===== src/rtl/melody_sequencer_if.sv =====
// Bus between the melody sequencer, its note memory and the SoundGenerator it owns.
//
// Handshake: there is no ready/valid pair on this bus. The memory is a fixed-latency
// synchronous read: MemData_i belongs to the address MemAddress_o held one cycle earlier.
// The generator side is a start/done pulse pair: GenStart_o is a single-cycle pulse that
// also qualifies GenDuration_ms_o/GenHalfPeriod_us_o, GenDone_i is a single-cycle pulse
// ending that note, and GenFinish_o is a single-cycle pulse aborting the current note.
interface melody_sequencer_if #(
    parameter int ADDRESS_WIDTH = 8
);
    logic [ADDRESS_WIDTH-1:0] MemAddress_o;
    logic [31:0]              MemData_i;
    logic                     GenStart_o;
    logic                     GenFinish_o;
    logic [15:0]              GenDuration_ms_o;
    logic [15:0]              GenHalfPeriod_us_o;
    logic                     GenDone_i;

    // Sequencer side
    modport master (
        output MemAddress_o,
        input  MemData_i,
        output GenStart_o,
        output GenFinish_o,
        output GenDuration_ms_o,
        output GenHalfPeriod_us_o,
        input  GenDone_i
    );

    // Memory / generator side
    modport slave (
        input  MemAddress_o,
        output MemData_i,
        input  GenStart_o,
        input  GenFinish_o,
        input  GenDuration_ms_o,
        input  GenHalfPeriod_us_o,
        output GenDone_i
    );
endinterface


===== src/rtl/melody_sequencer.sv =====
// Melody sequencer: walks a note memory from a start address, hands each note to the
// SoundGenerator and waits for its done before fetching the next one. A zero duration
// word ends the melody (or restarts it when looping); the last memory word also ends it.
module melody_sequencer #(
    parameter int ADDRESS_WIDTH = 8
) (
    input  logic                     Clock,
    input  logic                     Reset,
    input  logic                     Play_i,
    input  logic                     Stop_i,
    input  logic                     Loop_i,
    input  logic [ADDRESS_WIDTH-1:0] StartAddress_i,
    melody_sequencer_if.master       bus,
    output logic                     Busy_o,
    output logic                     Done_o,
    output logic [1:0]               State_o
);

    typedef enum logic [1:0] {
        IDLE    = 2'd0,
        FETCH   = 2'd1,
        DECODE  = 2'd2,
        PLAYING = 2'd3
    } state_t;

    localparam logic [ADDRESS_WIDTH-1:0] LAST_ADDRESS = {ADDRESS_WIDTH{1'b1}};

    state_t                   state;
    logic [ADDRESS_WIDTH-1:0] start_address;
    // Set once a note has been started since the last (re)start; stops a loop on an
    // empty melody from spinning forever.
    logic                     played;

    // Debug view of the FSM state
    assign State_o = state;

    // Sequencer FSM; all outputs are registered and pulses default low every cycle
    always_ff @(posedge Clock or negedge Reset) begin
        if (!Reset) begin
            state                  <= IDLE;
            start_address          <= '0;
            played                 <= 1'b0;
            bus.MemAddress_o       <= '0;
            bus.GenStart_o         <= 1'b0;
            bus.GenFinish_o        <= 1'b0;
            bus.GenDuration_ms_o   <= 16'd0;
            bus.GenHalfPeriod_us_o <= 16'd0;
            Busy_o                 <= 1'b0;
            Done_o                 <= 1'b0;
        end else begin
            bus.GenStart_o  <= 1'b0;
            bus.GenFinish_o <= 1'b0;
            Done_o          <= 1'b0;
            case (state)
                IDLE: begin
                    if (Play_i) begin
                        bus.MemAddress_o <= StartAddress_i;
                        start_address    <= StartAddress_i;
                        played           <= 1'b0;
                        Busy_o           <= 1'b1;
                        state            <= FETCH;
                    end
                end
                FETCH: begin
                    if (Stop_i) begin
                        Busy_o <= 1'b0;
                        Done_o <= 1'b1;
                        state  <= IDLE;
                    end else begin
                        state <= DECODE;
                    end
                end
                DECODE: begin
                    if (Stop_i) begin
                        Busy_o <= 1'b0;
                        Done_o <= 1'b1;
                        state  <= IDLE;
                    end else if (bus.MemData_i[31:16] != 16'd0) begin
                        bus.GenStart_o         <= 1'b1;
                        bus.GenDuration_ms_o   <= bus.MemData_i[31:16];
                        bus.GenHalfPeriod_us_o <= bus.MemData_i[15:0];
                        played                 <= 1'b1;
                        state                  <= PLAYING;
                    end else if (Loop_i && played) begin
                        bus.MemAddress_o <= start_address;
                        played           <= 1'b0;
                        state            <= FETCH;
                    end else begin
                        Busy_o <= 1'b0;
                        Done_o <= 1'b1;
                        state  <= IDLE;
                    end
                end
                PLAYING: begin
                    if (Stop_i) begin
                        bus.GenFinish_o <= 1'b1;
                        Busy_o          <= 1'b0;
                        Done_o          <= 1'b1;
                        state           <= IDLE;
                    end else if (bus.GenDone_i) begin
                        if (bus.MemAddress_o != LAST_ADDRESS) begin
                            bus.MemAddress_o <= bus.MemAddress_o + 1'b1;
                            state            <= FETCH;
                        end else if (Loop_i && played) begin
                            // Top of memory acts as an end marker; no wrap to address 0
                            bus.MemAddress_o <= start_address;
                            played           <= 1'b0;
                            state            <= FETCH;
                        end else begin
                            Busy_o <= 1'b0;
                            Done_o <= 1'b1;
                            state  <= IDLE;
                        end
                    end
                end
                default: state <= IDLE;
            endcase
        end
    end

endmodule


===== src/flat_wrapper.sv =====
// flat-port wrapper written by rule: the top's interface ports become plain ports
module melody_sequencer_flat 
#(
    parameter int ADDRESS_WIDTH = 8
)
  (Clock, Reset, Play_i, Stop_i, Loop_i, StartAddress_i, Busy_o, Done_o, State_o, bus_MemAddress_o, bus_MemData_i, bus_GenStart_o, bus_GenFinish_o, bus_GenDuration_ms_o, bus_GenHalfPeriod_us_o, bus_GenDone_i);
  melody_sequencer_if #(.ADDRESS_WIDTH(ADDRESS_WIDTH)) bus_i ();
  input  logic Clock;
  input  logic Reset;
  input  logic Play_i;
  input  logic Stop_i;
  input  logic Loop_i;
  input  logic [ADDRESS_WIDTH-1:0] StartAddress_i;
  output logic Busy_o;
  output logic Done_o;
  output logic [1:0] State_o;
  output wire logic [$bits(bus_i.MemAddress_o)-1:0] bus_MemAddress_o;
  input wire logic [$bits(bus_i.MemData_i)-1:0] bus_MemData_i;
  output wire logic [$bits(bus_i.GenStart_o)-1:0] bus_GenStart_o;
  output wire logic [$bits(bus_i.GenFinish_o)-1:0] bus_GenFinish_o;
  output wire logic [$bits(bus_i.GenDuration_ms_o)-1:0] bus_GenDuration_ms_o;
  output wire logic [$bits(bus_i.GenHalfPeriod_us_o)-1:0] bus_GenHalfPeriod_us_o;
  input wire logic [$bits(bus_i.GenDone_i)-1:0] bus_GenDone_i;
  assign bus_MemAddress_o = bus_i.MemAddress_o;
  assign bus_i.MemData_i = bus_MemData_i;
  assign bus_GenStart_o = bus_i.GenStart_o;
  assign bus_GenFinish_o = bus_i.GenFinish_o;
  assign bus_GenDuration_ms_o = bus_i.GenDuration_ms_o;
  assign bus_GenHalfPeriod_us_o = bus_i.GenHalfPeriod_us_o;
  assign bus_i.GenDone_i = bus_GenDone_i;
  melody_sequencer #(.ADDRESS_WIDTH(ADDRESS_WIDTH)) u_core (.Clock(Clock), .Reset(Reset), .Play_i(Play_i), .Stop_i(Stop_i), .Loop_i(Loop_i), .StartAddress_i(StartAddress_i), .bus(bus_i), .Busy_o(Busy_o), .Done_o(Done_o), .State_o(State_o));
endmodule

===== config.mk =====
export PLATFORM = sky130hd
export DESIGN_NAME = melody_sequencer_flat
export DESIGN_NICKNAME = d
export VERILOG_FILES = /design/src/rtl/melody_sequencer_if.sv /design/src/rtl/melody_sequencer.sv /design/src/flat_wrapper.sv
export SDC_FILE = /design/constraint.sdc
export NUM_CORES = 1
export LEC_CHECK = 0
export ABC_AREA = 1
export ABC_CLOCK_PERIOD_IN_PS = 4200
export BUFFER_PORTS_ARGS = -buffer_cell sky130_fd_sc_hd__buf_2
export CAP_MARGIN = 30
export CORE_ASPECT_RATIO = 0.6
export CORE_MARGIN = 4
export CORE_UTILIZATION = 47
export CTS_CLUSTER_DIAMETER = 150
export CTS_CLUSTER_SIZE = 14
export DETAILED_ROUTE_END_ITERATION = 7
export PLACE_DENSITY = 0.72
export RECOVER_POWER = 50
export SYNTH_ARGS = -nofsm -noshare
export SYNTH_HDL_FRONTEND = slang
export SYNTH_SLANG_ARGS = --single-unit
export TNS_END_PERCENT = 20

===== constraint.sdc =====
create_clock -name Clock -period 4.2 [get_ports Clock]
set_input_delay 0.42 -clock Clock [delete_from_list [all_inputs] [get_ports Clock]]
set_output_delay 0.42 -clock Clock [all_outputs]
set_load 0.02 [all_outputs]

# Word level (Yosys, flattened, before mapping)
# Cells that the tools add are included.
# totals
ramBits	0
elab_cells	82
ff_bits	55
latch_bits	0
mem_count	0
rom_bits	0
output_inout_bits	46
in_bits	46
# op_classes
bitwise	1
shifts	0
addsub	1
n_eq_ne	14
n_reduce_logical	10
n_mul	0
mux	46
div_mod_pow	0
magnitude_cmp	0
# op_table
operator	count
two-way mux 8 bit	7
two-way mux 1 bit	28
case mux 8 bit (3 select lines)	1
nonzero test 16 bit	1
inequality test 2 bit, second input constant	7
two-way mux 2 bit	6
AND reduction 6 bit	2
inequality test 3 bit, second input constant	3
adder 8 x 1 -> 8 bit, second input constant	1
inequality test 8 bit, second input constant	1
case mux 2 bit (4 select lines)	1
case mux 1 bit (3 select lines)	2
AND reduction 5 bit	1
equality test 2 bit, second input constant	2
case mux 1 bit (4 select lines)	1
AND reduction 2 bit	2
AND reduction 3 bit	1
nonzero test 3 bit	1
equality test 2 x 1 -> 1 bit, second input constant	1
logical NOT 2 bit	1
logical AND 1 bit	1
NOT 1 bit	1

# Longest topological paths before layout
# Gate-level depths: netlist of run 1.
# depth
ltp_word	6
ltp_mapped	10
mapped_depth_nobuf	10

# Worst setup path after synthesis of run 1
# OpenSTA, ideal clock, no wires.
# synth_timing
path_type	register -> register
start	reg u_core.bus.MemAddress_o[1]
end	reg u_core.Busy_o
setup_ns	0.117
stages_incl_launch_ff	11
path_slack_ns	2.677
period_less_slack_ns	1.523
path_buffers	0
t_arrival_ns	1.406
required_ns	4.083
cell_sequence	dfrtp_1 -> ha_1 -> nand2_2 -> nor2_4 -> nand2_2 -> nand2_2 -> nand2_1 -> nand2_1 -> nand3_1 -> nand2_1 -> nand2_1
# synth_between
elab_chain_len	3
# synth_lines
element	line_no	source
start: declaration	melody_sequencer_if.sv:21	output MemAddress_o,
start signal: assignment	melody_sequencer.sv:57	bus.MemAddress_o <= StartAddress_i;
start signal: assignment	melody_sequencer.sv:85	bus.MemAddress_o <= start_address;
start signal: assignment	melody_sequencer.sv:102	bus.MemAddress_o <= bus.MemAddress_o + 1'b1;
inequality test 8 bit	melody_sequencer.sv:101	if (bus.MemAddress_o != LAST_ADDRESS) begin
inequality test 3 bit (no line)	--	
AND reduction 5 bit (no line)	--	
end signal: assignment	melody_sequencer.sv:89	Busy_o <= 1'b0;
end signal: assignment	melody_sequencer.sv:97	Busy_o <= 1'b0;
end signal: assignment	melody_sequencer.sv:110	Busy_o <= 1'b0;
end: declaration	melody_sequencer.sv:14	output logic Busy_o,
# No other way between the ends.
# A chain may end at the register's enable or synchronous reset.

# Worst setup path after layout of run 1
# layout_timing
start	reg u_core.state[1], in the netlist u_core.State_o[1]
end	reg u_core.bus.GenDuration_ms_o[12]
# layout_between
elab_chain_len	2
# layout_lines
element	line_no	source
start: declaration	melody_sequencer.sv:28	state_t state;
start signal: assignment	melody_sequencer.sv:40	state <= IDLE;
start signal: assignment	melody_sequencer.sv:61	state <= FETCH;
start signal: assignment	melody_sequencer.sv:68	state <= IDLE;
equality test 2 bit	melody_sequencer.sv:54	case (state)
AND reduction 3 bit (no line)	--	
end signal: assignment	melody_sequencer.sv:80	bus.GenDuration_ms_o <= bus.MemData_i[31:16];
end: declaration	melody_sequencer_if.sv:25	output GenDuration_ms_o,
# No other way between the ends.

==> reports/summary.txt, run 1 <==
Status -> complete, no violations
Post-Syn Area per Cell -> 7.64 µm²
Layout cells sized above 1 -> 0.227
Final wirelength -> 7170 µm
Post-DP HPWL -> 5380 µm
Worst-Margin Slew -> 0.684 ns
Worst R2R Start -> u_core.State_o[1]
Fill cells -> 545
CTS tree -> done
Final Total Pwr -> 2.59 mW
Layout area overhead -> 22.5%
Static leakage -> 1.84 nW
DR vias/cell -> 5.00
R2r worst-path depth -> 6
Reg area -> 1380 µm²
Buffers & Inverters on Critical Path -> 2
Syn. warnings -> 0
Core box area -> 5600 µm²
Die Width -> 106 µm
Number of stages on the worst setup path -> 6
DRC violations left -> 0
Clk_skew -> 0.00504 ns
Final Wtd Congestion -> 0.967
Initial Util -> 0.488
F_max -> 0.486 GHz
Worst VDD drop -> 0.300 mV
Final Cycle Share -> 0.490
DRT iter0 DRCs -> 194
PostCTS Resize Cnt -> 0
Die Span Y -> 67.1 µm
Synthesis-stage register bit count -> 55
Final Hold Fails -> 0
Unrepaired setup endpoints after global routing -> false
Type of the worst setup path -> reg2reg
Post-Syn Area -> 2730 µm²
Setup WS pre-CTS -> 2.16 ns
Reg-to-reg endpoint -> u_core.bus.GenDuration_ms_o[12]
Final setup margin -> 2.14 ns
Die area -> 7140 µm²
Initial antenna violation count -> 0
Total track usage -> 0.216
Fin. max-slew vios -> 0
Row count -> 21
Placed inst area -> 3250 µm²
Register clock-pin slew on the reported worst setup and hold paths -> 0.10 ns
Total CTS buffers -> 5
Count of nets left with antenna violations after detail routing -> 0
Wire length per cell -> 13.5 µm
Cells after Synth -> 358
Post-synthesis net count -> 405
Commonest cells after routing, fill and taps aside -> nand2_1, buf_2, dfrtp_1
Reg2reg setup slack -> 2.14 ns
Crit-path slowest cell -> dfrtp_1
Crit end category -> flip-flop
CP delay by family, top -> simple AND/OR/NAND/NOR gates
Via count -> 2,649
Commonest non-fill, non-tap cell in the layout -> nand2_1
Global route overflow -> 0
Req. time, crit path -> 4.45 ns
Startpoint types -> flip-flop
Global-route wire length before repair -> 12,100 µm
Setup violations, final -> 0
# hold bufs at CTS -> 0
Clk sinks -> 55
Multi-input logic area -> 1220 µm²
Post-synthesis sequential area ratio -> 0.503
Post-CTS Setup Repair Bufs -> 0
Post-synth top area share -> 0.503
Pin count of the biggest net entering global routing -> 56
Vias in the first global route -> 2,530
CP max FO -> 37
Clk buf depth -> 2
ANT cells -> 0
Worst-Skew Late Latency -> 0.31 ns
1st-pass router iterations -> 5
Setup_tns -> 0 ns
Yosys cell types -> 27
Cell taking the most area after synthesis -> dfrtp_1
Nets -> 496
Critical path arrival -> 2.31 ns
Max Cap Viol -> 0
Worst Hold Class -> in2async
Slew HR -> 0.544
Root buffer cell -> clkbuf_8
Final instance area -> 3350 µm²
Cell area power density -> 772 nW/µm²
CTS H-tree lvls -> 2
Crit path time final -> 2.06 ns
Slowest stage delay, CP -> 0.58 ns
Critical path cell sequence -> nand2_2 -> inv_2 -> nand3_4 -> inv_2 -> nand2_1 -> nand2_1
Io pins -> 92
PortBufs -> 91
Ranking of synthesized cells by area -> dfrtp_1, nand2_1, nand3_1, nor2_1, mux2_2
power by group:
group          total [mW]  switching [mW]  internal, mW
Combinational        1.21           0.822         0.389
Sequential          0.963           0.191         0.773
Clock               0.412           0.173         0.238
worst register-to-register path: stages (launching register included):
cell and delay (ns):
dfrtp_1 0.58, nand2_2 0.16, inv_2 0.13, nand3_4 0.35, inv_2 0.55, nand2_1 0.14
nand2_1 0.09
metrics by stage:
step	util	hold WS [ns]	instances
4_1_cts	0.604	0.257	530
3_3_place_gp	0.580	0.458	522
2_1_floorplan	-	0.124	358
5_1_grt	0.598	0.286	530
3_5_place_dp	0.580	0.461	522
6_report	0.598	0.228	530
final cells by class:
cell class                      count  area share
Tap cell                           80      0.0299
Clock inverter                      2      0.0179
Clock buffer                        6      0.0217
Sequential cell                    55       0.411
Timing Repair Buffer               92       0.130
Multi-Input combinational cell    274       0.365
Inverter                           21      0.0250
worst max-delay path by stage:
| stage | start | endpoint |
|---|---|---|
| after floorplan | u_core.bus.MemAddress_o[1] | u_core.Busy_o |
| after global placement | Loop_i | u_core.bus.MemAddress_o[3] |
| after detailed placement | u_core.State_o[1] | u_core.bus.GenDuration_ms_o[13] |
| after CTS | u_core.State_o[1] | u_core.bus.GenDuration_ms_o[13] |
| after global routing | u_core.State_o[1] | u_core.bus.GenDuration_ms_o[13] |
| final | u_core.State_o[1] | u_core.bus.GenDuration_ms_o[12] |
registers in the layout, indices dropped and copies added, names as in the netlist:
name / cells
u_core.bus.GenHalfPeriod_us_o: 16
u_core.played: 1
u_core.bus.GenFinish_o: 1
u_core.start_address: 8
u_core.Done_o: 1
u_core.bus.GenDuration_ms_o: 16
u_core.bus.MemAddress_o: 8
u_core.State_o: 2
u_core.bus.GenStart_o: 1
u_core.Busy_o: 1
layer usage:
metal  GRT usage  part of all wire  up-vias
li1            -                 -     1298
met1       0.328              0.49     1216
met2       0.302              0.39      128
met3      0.0561              0.11        7
met4      0.0526            0.0082        0
met5           0                 0        -
synth_stat cells, drive strengths merged:
master  count
inv        18
nand3      23
dfrtp      55
o211ai      2
a21boi      1
mux2        6
ha          1
a31oi       1
nor2       26
nand4       3
xor2        1
or2         1
buf         8
nand2     192
o21ai      12
clkinv      3
a21oi       5
cell families after synthesis:
family,after synthesis,synth area share
buffers and inverters,29,0.0490
XOR/XNOR,1,0.00320
AO/OA/AOI/OAI,21,0.0444
AND/OR/NAND/NOR,245,0.371
flip-flops,55,0.503
multiplexers,6,0.0247
adder cells (fa/ha/maj),1,0.00458
Power figures use the tool's default switching activity.
==> run 2: changes to the inputs <==
--- a/config.mk
+++ b/config.mk
@@ -5,13 +5,13 @@
 export SDC_FILE = /design/constraint.sdc
 export NUM_CORES = 1
 export LEC_CHECK = 0
-export ABC_AREA = 1
-export ABC_CLOCK_PERIOD_IN_PS = 4200
+export ABC_AREA = 0
+export ABC_CLOCK_PERIOD_IN_PS = 1800
 export BUFFER_PORTS_ARGS = -buffer_cell sky130_fd_sc_hd__buf_2
 export CAP_MARGIN = 30
 export CORE_ASPECT_RATIO = 0.6
 export CORE_MARGIN = 4
-export CORE_UTILIZATION = 47
+export CORE_UTILIZATION = 44
 export CTS_CLUSTER_DIAMETER = 150
 export CTS_CLUSTER_SIZE = 14
 export DETAILED_ROUTE_END_ITERATION = 7
==> constraint.sdc (replaced) <==
create_clock -name Clock -period 1.8 [get_ports Clock]
set_input_delay 0.18 -clock Clock [delete_from_list [all_inputs] [get_ports Clock]]
set_output_delay 0.18 -clock Clock [all_outputs]
set_load 0.02 [all_outputs]
==> reports/summary.txt, run 2 <==
1st-pass router iterations -> 4
Cell area power density -> 1690 nW/µm²
Multi-input logic area -> 1060 µm²
Cell taking the most area after synthesis -> dfrtp_1
Post-synthesis net count -> 303
Reg2reg setup slack -> 0.03 ns
Core box area -> 5280 µm²
Yosys cell types -> 42
PortBufs -> 91
Post-synth top flop -> dfrtp_1
Initial Util -> 0.474
Global route overflow -> 0
Worst Hold Path EP -> u_core.bus.GenHalfPeriod_us_o[8]
Synthesis-stage register bit count -> 55
Worst-Skew Late Latency -> 0.30 ns
Final wirelength -> 6740 µm
Worst Hold Class -> in2reg
Post-Syn Area -> 2500 µm²
DR vias/cell -> 5.12
Vias in the first global route -> 2,155
F_max -> 0.564 GHz
Die Width -> 105 µm
Count of nets left with antenna violations after detail routing -> 0
Clk sinks -> 55
Initial antenna violation count -> 0
DRT iter0 DRCs -> 169
Clk buf depth -> 2
Register clock-pin slew on the reported worst setup and hold paths -> 0.09 ns
Syn. warnings -> 0
Die area -> 7000 µm²
Post-DP HPWL -> 4990 µm
Setup_tns -> 0 ns
Non-Filler Instances -> 441
Total track usage -> 0.199
Asr flop ratio synth -> 1.00
Root buffer cell -> clkbuf_8
Slew HR -> 0.610
R2r worst-path depth -> 7
CP max FO -> 4
Pin count of the biggest net entering global routing -> 34
Worst R2R Start -> u_core.bus.MemAddress_o[1]
Final instance area -> 3200 µm²
Crit end category -> flip-flop
Cells after Synth -> 256
EDFF count, synth -> 0
CTS H-tree lvls -> 2
Post-synthesis sequential area ratio -> 0.550
Startpoint types -> flip-flop
Biggest regs -> u_core.bus.GenDuration_ms_o: 16 flops, u_core.bus.GenHalfPeriod_us_o: 16 flops
Finished Core Util -> 0.605
Synth cell count leaders -> nand2_1, dfrtp_1, mux2_2, nor2_1, buf_2
Max Cap Viol -> 0
Crit-path slowest cell -> dfrtp_2
Layout area overhead -> 27.8%
DRC violations left -> 0
Status -> complete, no violations
Reg area -> 1380 µm²
Buffers & Inverters on Critical Path -> 1
CP delay by family, top -> compound AO/OA/AOI/OAI gates
CTS tree -> done
Worst VDD drop -> 0.700 mV
Placed Cells -> 426
Static leakage -> 1.57 nW
Die Span Y -> 66.4 µm
Post-Syn Area per Cell -> 9.78 µm²
Critical path arrival -> 1.95 ns
Placed inst area -> 3110 µm²
Via count -> 2,256
Most common cell in the synthesized netlist -> nand2_1
Fill cells -> 503
Hold Startpoint -> bus_MemData_i[8]
Reg-to-reg endpoint -> u_core.bus.MemAddress_o[3]
WHS Path Cells -> 3
Ranking of synthesized cells by area -> dfrtp_1, nand2_1, mux2_2, o2bb2ai_1, a222oi_1
Final Cycle Share -> 0.986
Crit path time final -> 1.77 ns
Layout cells sized above 1 -> 0.286
Io pins -> 92
Post-synth top area share -> 0.550
Type of the worst setup path -> reg2reg
Row count -> 20
ANT cells -> 0
Commonest non-fill, non-tap cell in the layout -> nand2_1
Final Wtd Congestion -> 0.884
Fin. max-slew vios -> 0
Nets -> 410
Setup violations, final -> 0
Commonest cells after routing, fill and taps aside -> nand2_1, buf_2, dfrtp_1
Final Total Pwr -> 5.41 mW
Req. time, crit path -> 1.98 ns
Critical path cell sequence -> ha_2 -> nand4_1 -> o21a_1 -> nor3_4 -> buf_4 -> a222oi_1 -> o2bb2ai_1
Worst-Margin Slew -> 0.584 ns
Slowest stage delay, CP -> 0.44 ns
Wire length per cell -> 15.3 µm
Total CTS buffers -> 5
Final Hold Fails -> 0
Clk_skew -> 0.00758 ns
Global-route wire length before repair -> 11,100 µm
==> run 2: changes by cell type after synthesis, moves of 4 or more <==
cell and delta:
a222oi_1 +5, buf_2 +4, buf_4 -4, inv_1 -10, mux2_2 +4, nand2_1 -84
nand2_2 -5, nand3_1 -17, nor2_1 -13, nor3_1 +4, nor4_2 +4, o21ai_0 -6
o2bb2ai_1 +7
==> run 2: kinds of logic (layout without fill, tap and decap cells) <==
logic type / count (synthesis) / after routing / synth area share
compound gates: 36 / 36 / 0.116
flops: 55 / 55 / 0.550
mux: 12 / 12 / 0.0535
fa+ha+maj: 1 / 1 / 0.00500
xor+xnor: 4 / 4 / 0.0140
simple gates: 133 / 133 / 0.236
buf+inv: 15 / 123 / 0.0265
==> run 2: final cells by class <==
type,instances,share of cell area
Sequential cell,55,0.431
Multi-Input combinational cell,186,0.333
Timing Repair Buffer,110,0.174
Tap cell,77,0.0301
Clock buffer,7,0.0239
Inverter,5,0.00665
Clock inverter,1,0.00157
==> run 2: power by group <==
part / total, mW / switching, mW / internal [mW]
registers: 2.22 / 0.413 / 1.80
clock network: 0.642 / 0.368 / 0.274
logic: 2.55 / 1.62 / 0.938
==> run 2: repair_timing <==
item,CTS,global route
endpoints found under the hold margin,23,0
setup endpoints to repair,0,40
gates resized for setup,0,5
hold buffers,1,0
setup buffers,0,6
==> run 2: worst min-delay path, delay by kind of cell <==
kind,cells,cell delay [ns]
buffers and inverters,1,0.07
and+or+nand+nor,2,0.09
==> run 2: per-layer routing <==
layer / global-route usage / vias to the layer above / wire length, µm
met4: 0.0507 / 0 / 74
li1: - / 1096 / -
met1: 0.300 / 1055 / 3250
met3: 0.0449 / 8 / 533
met5: 0 / - / 0
met2: 0.286 / 97 / 2870
==> run 2: worst max-delay path by stage <==
stage | from | endpoint | slack (ns) | cells after the start
floorplan | u_core.bus.MemAddress_o[0] | u_core.bus.MemAddress_o[3] | 0.06 | 6
global placement | bus_MemData_i[18] | u_core.bus.GenHalfPeriod_us_o[14] | 0.10 | 7
finish | u_core.bus.MemAddress_o[1] | u_core.bus.MemAddress_o[3] | 0.03 | 7
detailed placement | bus_MemData_i[18] | u_core.bus.GenHalfPeriod_us_o[3] | 0.07 | 7
CTS | u_core.bus.MemAddress_o[1] | u_core.bus.MemAddress_o[3] | 0.06 | 6
global route | u_core.bus.MemAddress_o[1] | u_core.bus.MemAddress_o[3] | -0.06 | 6
==> run 2: through the flow <==
stage	setup WS, ns	hold slack (ns)
2_1_floorplan	0.0595	-0.116
3_3_place_gp	0.103	0.194
3_5_place_dp	0.0706	0.205
4_1_cts	0.0642	0.0595
5_1_grt	-0.0564	0.0641
6_report	0.0260	0.0709
